File: src/rtl/is_uart_rx_ovs.sv
// Oversampled UART receiver: 3-sample majority vote at mid-bit, false-start rejection,
// configurable data width / parity / stop bits, single-entry valid/ready holding register.
module is_uart_rx_ovs #(
    parameter int DATA_W    = 8,
    parameter int OVS       = 16,
    parameter int PARITY    = 4,
    parameter int STOP_BITS = 2
) (
    input  logic              clk_i,
    input  logic              rstn_i,
    input  logic              rxd_i,
    input  logic              rx_ce_i,
    input  logic              rx_ready_i,
    input  logic              err_clr_i,
    output logic [DATA_W-1:0] rx_data_o,
    output logic              rx_valid_o,
    output logic              parity_err_o,
    output logic              frame_err_o,
    output logic              overrun_o,
    output logic              break_o,
    output logic              busy_o
);
    localparam int TW = $clog2(OVS);
    localparam int BW = $clog2(DATA_W);
    localparam logic [TW-1:0] T_S0  = TW'(OVS/2 - 1);
    localparam logic [TW-1:0] T_S1  = TW'(OVS/2);
    localparam logic [TW-1:0] T_DEC = TW'(OVS/2 + 1);
    localparam logic [TW-1:0] T_END = TW'(OVS - 1);
    localparam logic [BW-1:0] BIT_LAST  = BW'(DATA_W - 1);
    localparam logic          STOP_LAST = (STOP_BITS == 2);

    typedef enum logic [2:0] {
        S_IDLE, S_START, S_DATA, S_PAR, S_STOP, S_BRK
    } state_t;

    state_t            r_state;
    logic [TW-1:0]     r_tick;
    logic [BW-1:0]     r_bit;
    logic              r_stop;
    logic              r_s0;
    logic              r_s1;
    logic [DATA_W-1:0] r_shift;
    logic              r_par_bit;
    logic              r_perr;
    logic              r_ferr;
    logic              r_cmp;
    logic              r_cmp_perr;
    logic              r_cmp_ferr;
    logic              r_brk;

    logic [DATA_W-1:0] r_data;
    logic              r_valid;
    logic              r_hperr;
    logic              r_hferr;
    logic              r_ovr;

    logic w_maj;
    logic w_mid;
    logic w_wrap;
    logic w_par_exp;
    logic w_is_brk;

    // The third sample is the live line value at the decision tick.
    assign w_maj  = (r_s0 & r_s1) | (r_s0 & rxd_i) | (r_s1 & rxd_i);
    assign w_mid  = (r_tick == T_DEC);
    assign w_wrap = (r_tick == T_END);

    always_comb begin
        w_par_exp = 1'b0;
        case (PARITY)
            1:       w_par_exp = ^r_shift;
            2:       w_par_exp = ~^r_shift;
            3:       w_par_exp = 1'b1;
            default: w_par_exp = 1'b0;
        endcase
    end

    assign w_is_brk = (r_shift == '0) && ((PARITY == 0) || !r_par_bit) && !w_maj;

    always_ff @(posedge clk_i) begin
        if (rstn_i) begin
            r_state    <= S_IDLE;
            r_tick     <= '0;
            r_bit      <= '0;
            r_stop     <= 1'b0;
            r_s0       <= 1'b0;
            r_s1       <= 1'b0;
            r_shift    <= '0;
            r_par_bit  <= 1'b0;
            r_perr     <= 1'b0;
            r_ferr     <= 1'b0;
            r_cmp      <= 1'b0;
            r_cmp_perr <= 1'b0;
            r_cmp_ferr <= 1'b0;
            r_brk      <= 1'b0;
        end else begin
            r_cmp <= 1'b0;
            if (rx_ce_i) begin
                if (r_state != S_IDLE && r_state != S_BRK) begin
                    r_tick <= w_wrap ? '0 : r_tick + 1'b1;
                    if (r_tick == T_S0) r_s0 <= rxd_i;
                    if (r_tick == T_S1) r_s1 <= rxd_i;
                end
                case (r_state)
                    S_IDLE: begin
                        if (!rxd_i) begin
                            r_state   <= S_START;
                            r_tick    <= '0;
                            r_stop    <= 1'b0;
                            r_par_bit <= 1'b0;
                            r_perr    <= 1'b0;
                            r_ferr    <= 1'b0;
                        end
                    end
                    S_START: begin
                        if (w_mid && w_maj) begin
                            r_state <= S_IDLE;
                        end else if (w_wrap) begin
                            r_state <= S_DATA;
                            r_bit   <= '0;
                        end
                    end
                    S_DATA: begin
                        if (w_mid) r_shift <= {w_maj, r_shift[DATA_W-1:1]};
                        if (w_wrap) begin
                            if (r_bit == BIT_LAST) r_state <= (PARITY != 0) ? S_PAR : S_STOP;
                            else                   r_bit   <= r_bit + 1'b1;
                        end
                    end
                    S_PAR: begin
                        if (w_mid) begin
                            r_par_bit <= w_maj;
                            r_perr    <= (w_maj != w_par_exp);
                        end
                        if (w_wrap) r_state <= S_STOP;
                    end
                    S_STOP: begin
                        // The last stop bit completes at mid-bit so a following start edge is not missed.
                        if (w_mid) begin
                            if (!w_maj) r_ferr <= 1'b1;
                            if (r_stop == STOP_LAST) begin
                                r_cmp      <= 1'b1;
                                r_cmp_perr <= r_perr;
                                r_cmp_ferr <= r_ferr | ~w_maj;
                                if (w_is_brk) begin
                                    r_state <= S_BRK;
                                    r_brk   <= 1'b1;
                                end else begin
                                    r_state <= S_IDLE;
                                end
                            end
                        end else if (w_wrap) begin
                            r_stop <= ~r_stop;
                        end
                    end
                    S_BRK: begin
                        if (rxd_i) begin
                            r_state <= S_IDLE;
                            r_brk   <= 1'b0;
                        end
                    end
                    default: r_state <= S_IDLE;
                endcase
            end
        end
    end

    always_ff @(posedge clk_i) begin
        if (rstn_i) begin
            r_data  <= '0;
            r_valid <= 1'b0;
            r_hperr <= 1'b0;
            r_hferr <= 1'b0;
            r_ovr   <= 1'b0;
        end else begin
            if (r_cmp && (!r_valid || rx_ready_i)) begin
                r_data  <= r_shift;
                r_valid <= 1'b1;
                r_hperr <= r_cmp_perr;
                r_hferr <= r_cmp_ferr;
            end else if (r_valid && rx_ready_i) begin
                r_valid <= 1'b0;
                r_hperr <= 1'b0;
                r_hferr <= 1'b0;
            end
            // A fresh overrun outranks a simultaneous clear request.
            if (r_cmp && r_valid && !rx_ready_i) r_ovr <= 1'b1;
            else if (err_clr_i)                  r_ovr <= 1'b0;
        end
    end

    assign rx_data_o    = r_data;
    assign rx_valid_o   = r_valid;
    assign parity_err_o = r_hperr;
    assign frame_err_o  = r_hferr;
    assign overrun_o    = r_ovr;
    assign break_o      = r_brk;
    assign busy_o       = (r_state != S_IDLE);
endmodule

File: config.mk
export PLATFORM = sky130hd
export DESIGN_NAME = is_uart_rx_ovs
export DESIGN_NICKNAME = d
export VERILOG_FILES = /design/src/rtl/is_uart_rx_ovs.sv
export SDC_FILE = /design/constraint.sdc
export NUM_CORES = 1
export LEC_CHECK = 0
export CORE_MARGIN = 2
export CORE_UTILIZATION = 60
export CTS_CLUSTER_DIAMETER = 50
export DETAILED_ROUTE_END_ITERATION = 16
export PLACE_DENSITY = 0.82
export SLEW_MARGIN = 5
export SYNTH_ARGS = -nofsm -noshare
export SYNTH_HDL_FRONTEND = slang
export SYNTH_SLANG_ARGS = --single-unit
export TNS_END_PERCENT = 30
File: constraint.sdc
create_clock -name clk_i -period 4.8 [get_ports clk_i]
set_input_delay 1.44 -clock clk_i [delete_from_list [all_inputs] [get_ports clk_i]]
set_output_delay 1.44 -clock clk_i [all_outputs]
set_load 0.01 [all_outputs]
==> impl_metrics.toml <==
[run_status]
outcome = "complete, no violations"

[global_route]
track_usage_pct = 23.79
antenna_found_initial = 0
grt_first_pass_wirelength_microns = 6430
overflow = 0
grt_max_degree = 20
grt_pass1_vias = 1420

[sta]
finalMaxSlewViolations = 0
fin_skew_ns = 0.002239
setup_viol = 0
fin_tns_setup_ns = 0
period_needed_ns = 3.360
post-route-period-util_pct = 70.01
slew_headroom_pct = 53.89
rsz0062_at_grt = "no"
fmax_mhz = 297.6
worst_slew_pin_slew_ns = 0.6895
setup_slack_ns = 1.440
hold_viol = 0

[floorplanning]
die_y_microns = 60.17
design.die.area_sq_um = 3620
dieWidth_microns = 60.17
start_util_pct = 62.52
num_io_pins = 20
num_rows = 20
core_sq_um = 3028

[clock_tree]
root_buffer = "clkbuf_4"
cts_setup_buffers = 0
cts_tree = "built"
clk_path_buf_depth = 2
clock-sinks = 39
cts_resized = 0
clk_pin_slew_worst_paths_ns = 0.11
cts_hold_buffers = 0
htreeDepth = 2
cts_inserted_buffers = 5
clk_latency_ns = 0.35

[layout]
nets = 247
antenna_cells = 0
drive_above_1_share_pct = 7.173
synthToLayoutAreaGrowth_pct = 12.69
mostFrequentLayoutCell = "nor2_1"
nFillCells = 267
seq_area_sq_um = 780.7
layout_common_cells = "nor2_1 (40), dfxtp_1 (39), nand2_1 (19), clkdlybuf4s50_1 (19), a21oi_1 (18)"
multi_input_area_sq_um = 1031

[drt]
first_iter_violations = 156
route.vias.total = 1589
dr.pass1.iters = 4
wl_per_cell_microns = 13.51
via_per_inst = 5.655
drc = 0
antenna_left = 0
routed_wl_microns = 3796

[yosys]
yosysWarnings = 0
syn-num-nets = 233
synth_cell_types = 43
synthTopCellsByArea = "dfxtp_1 (41%), nor2_1 (7.9%), mux2i_1 (7.4%), a21oi_1 (4.8%), nand2_1 (3.8%)"
synth_top_area_share_pct = 41.24
yosys_most_used_dff = "dfxtp_1"
synth-edff-count = 0
syn_area_sq_um = 1893
synthArstFlopShare_pct = 0
yosysSeqAreaShare_pct = 41.24
synth-seq-cells = 39
synth.avg_cell_area_sq_um = 8.527
yosys.area.top_type = "dfxtp_1"
synthesis.instances = 222

[power]
leakage_nw = 0.8241
p_per_area_nw_per_um2 = 278.2
ir_worst_vdd_v = 0.0001765

[critical_path]
critPathKind = "reg2out"
cp_max_fo = 16
r2r_cells = 6
endpoint_kind = "primary output"
crit_arrival_ns = 1.92
startpoint_type = "flop"
r2r_slack_ns = 2.79
required_ns = 3.36

[placement]
hpwl_microns = 2742
dp_slack_ns = 1.427
gp_congestion = 0.9390
portBuffers = 19

[hold_path]
min_path_type = "reg2reg"
hold-path-cell-count = 2

[job]
max_cap_viol_count = 0
[Yosys cell counts, drive strengths merged, types with 2 or more instances]
library cell and instances:
nor3b 2, and3 2, clkbuf 7, nand2 19, a22oi 4, nand3 12, o21ai 6, nand2b 8
nand3b 2, nand4 3, a32oi 2, dfxtp 39, mux2i 14, nor3 6, nand4b 3, a21oi 18
ha 5, nor2b 3, buf 6, nor4 2, nor2 40, inv 4
[power breakdown]
part | switching, W | internal [W] | leakage, nW
sequential | 0.0000158 | 0.000328 | 0.314
clock | 0.000110 | 0.0000566 | 0.0282
combinational | 0.0000452 | 0.0000376 | 0.481
[worst max-delay path, cell delays in order (launching register included)]
cell and delay [ns]:
dfxtp_1 0.67, inv_1 0.27, nand2_1 0.11, clkdlybuf4s50_1 0.53
[final cells by class]
type / instances / share of cell area, %
inverters: 4 / 0.7038
clock buffers: 6 / 1.935
flip-flops and latches: 39 / 36.60
well taps: 44 / 2.581
clock inverters: 2 / 0.5865
multi-input cells: 166 / 48.33
repair buffers: 20 / 9.267
[cell families after synthesis]
logic type / count (synthesis) / synth area share [%]
AOI/OAI and AO/OA: 39 / 13.95
buffers and inverters: 17 / 4.296
adders and majority gates: 6 / 3.899
DFF: 39 / 41.24
muxes: 14 / 7.402
xor gates and xnor gates: 2 / 0.9255
and+or+nand+nor: 105 / 28.29
[per-layer routing]
| layer | vias to the layer above | track usage (%) | wire (microns) |
|---|---|---|---|
| met5 | - | 0 | 0 |
| met4 | 0 | 8.571 | 48 |
| met3 | 4 | 6.494 | 206 |
| met2 | 51 | 37.11 | 1795 |
| met1 | 735 | 31.42 | 1746 |
| li1 | 799 | - | - |
[through the flow]
step / util [%] / cells / total power (W) / hold WS, ns / cell area (sq um)
floorplan: - / 222 / 0.0004107 / 0.4565 / 1893
global placement: 68.68 / 273 / 0.0004284 / 0.4426 / 2079
detailed placement: 68.68 / 273 / 0.0004327 / 0.4470 / 2079
CTS: 70.45 / 281 / 0.0005961 / 0.4636 / 2133
global route: 70.45 / 281 / 0.0006187 / 0.4847 / 2133
finish: 70.45 / 281 / 0.0005934 / 0.4590 / 2133
[registers in the layout, indices dropped and copies added, names as in the netlist, 3 cells and up]
signal	flops
r_state	3
rx_data_o	8
r_bit	3
r_tick	4
r_shift	8
[worst paths after layout]
path	start	endpoint
hold reg to reg	rx_data_o[1]$_SDFFE_PP0P_	rx_data_o[1]$_SDFFE_PP0P_
hold / removal	rx_data_o[1]$_SDFFE_PP0P_	rx_data_o[1]$_SDFFE_PP0P_
setup / recovery	r_state[1]$_SDFFE_PP0P_	busy_o
setup reg to reg	r_tick[0]$_SDFFE_PP0P_	r_state[1]$_SDFFE_PP0P_
Power figures use the tool's default switching activity.
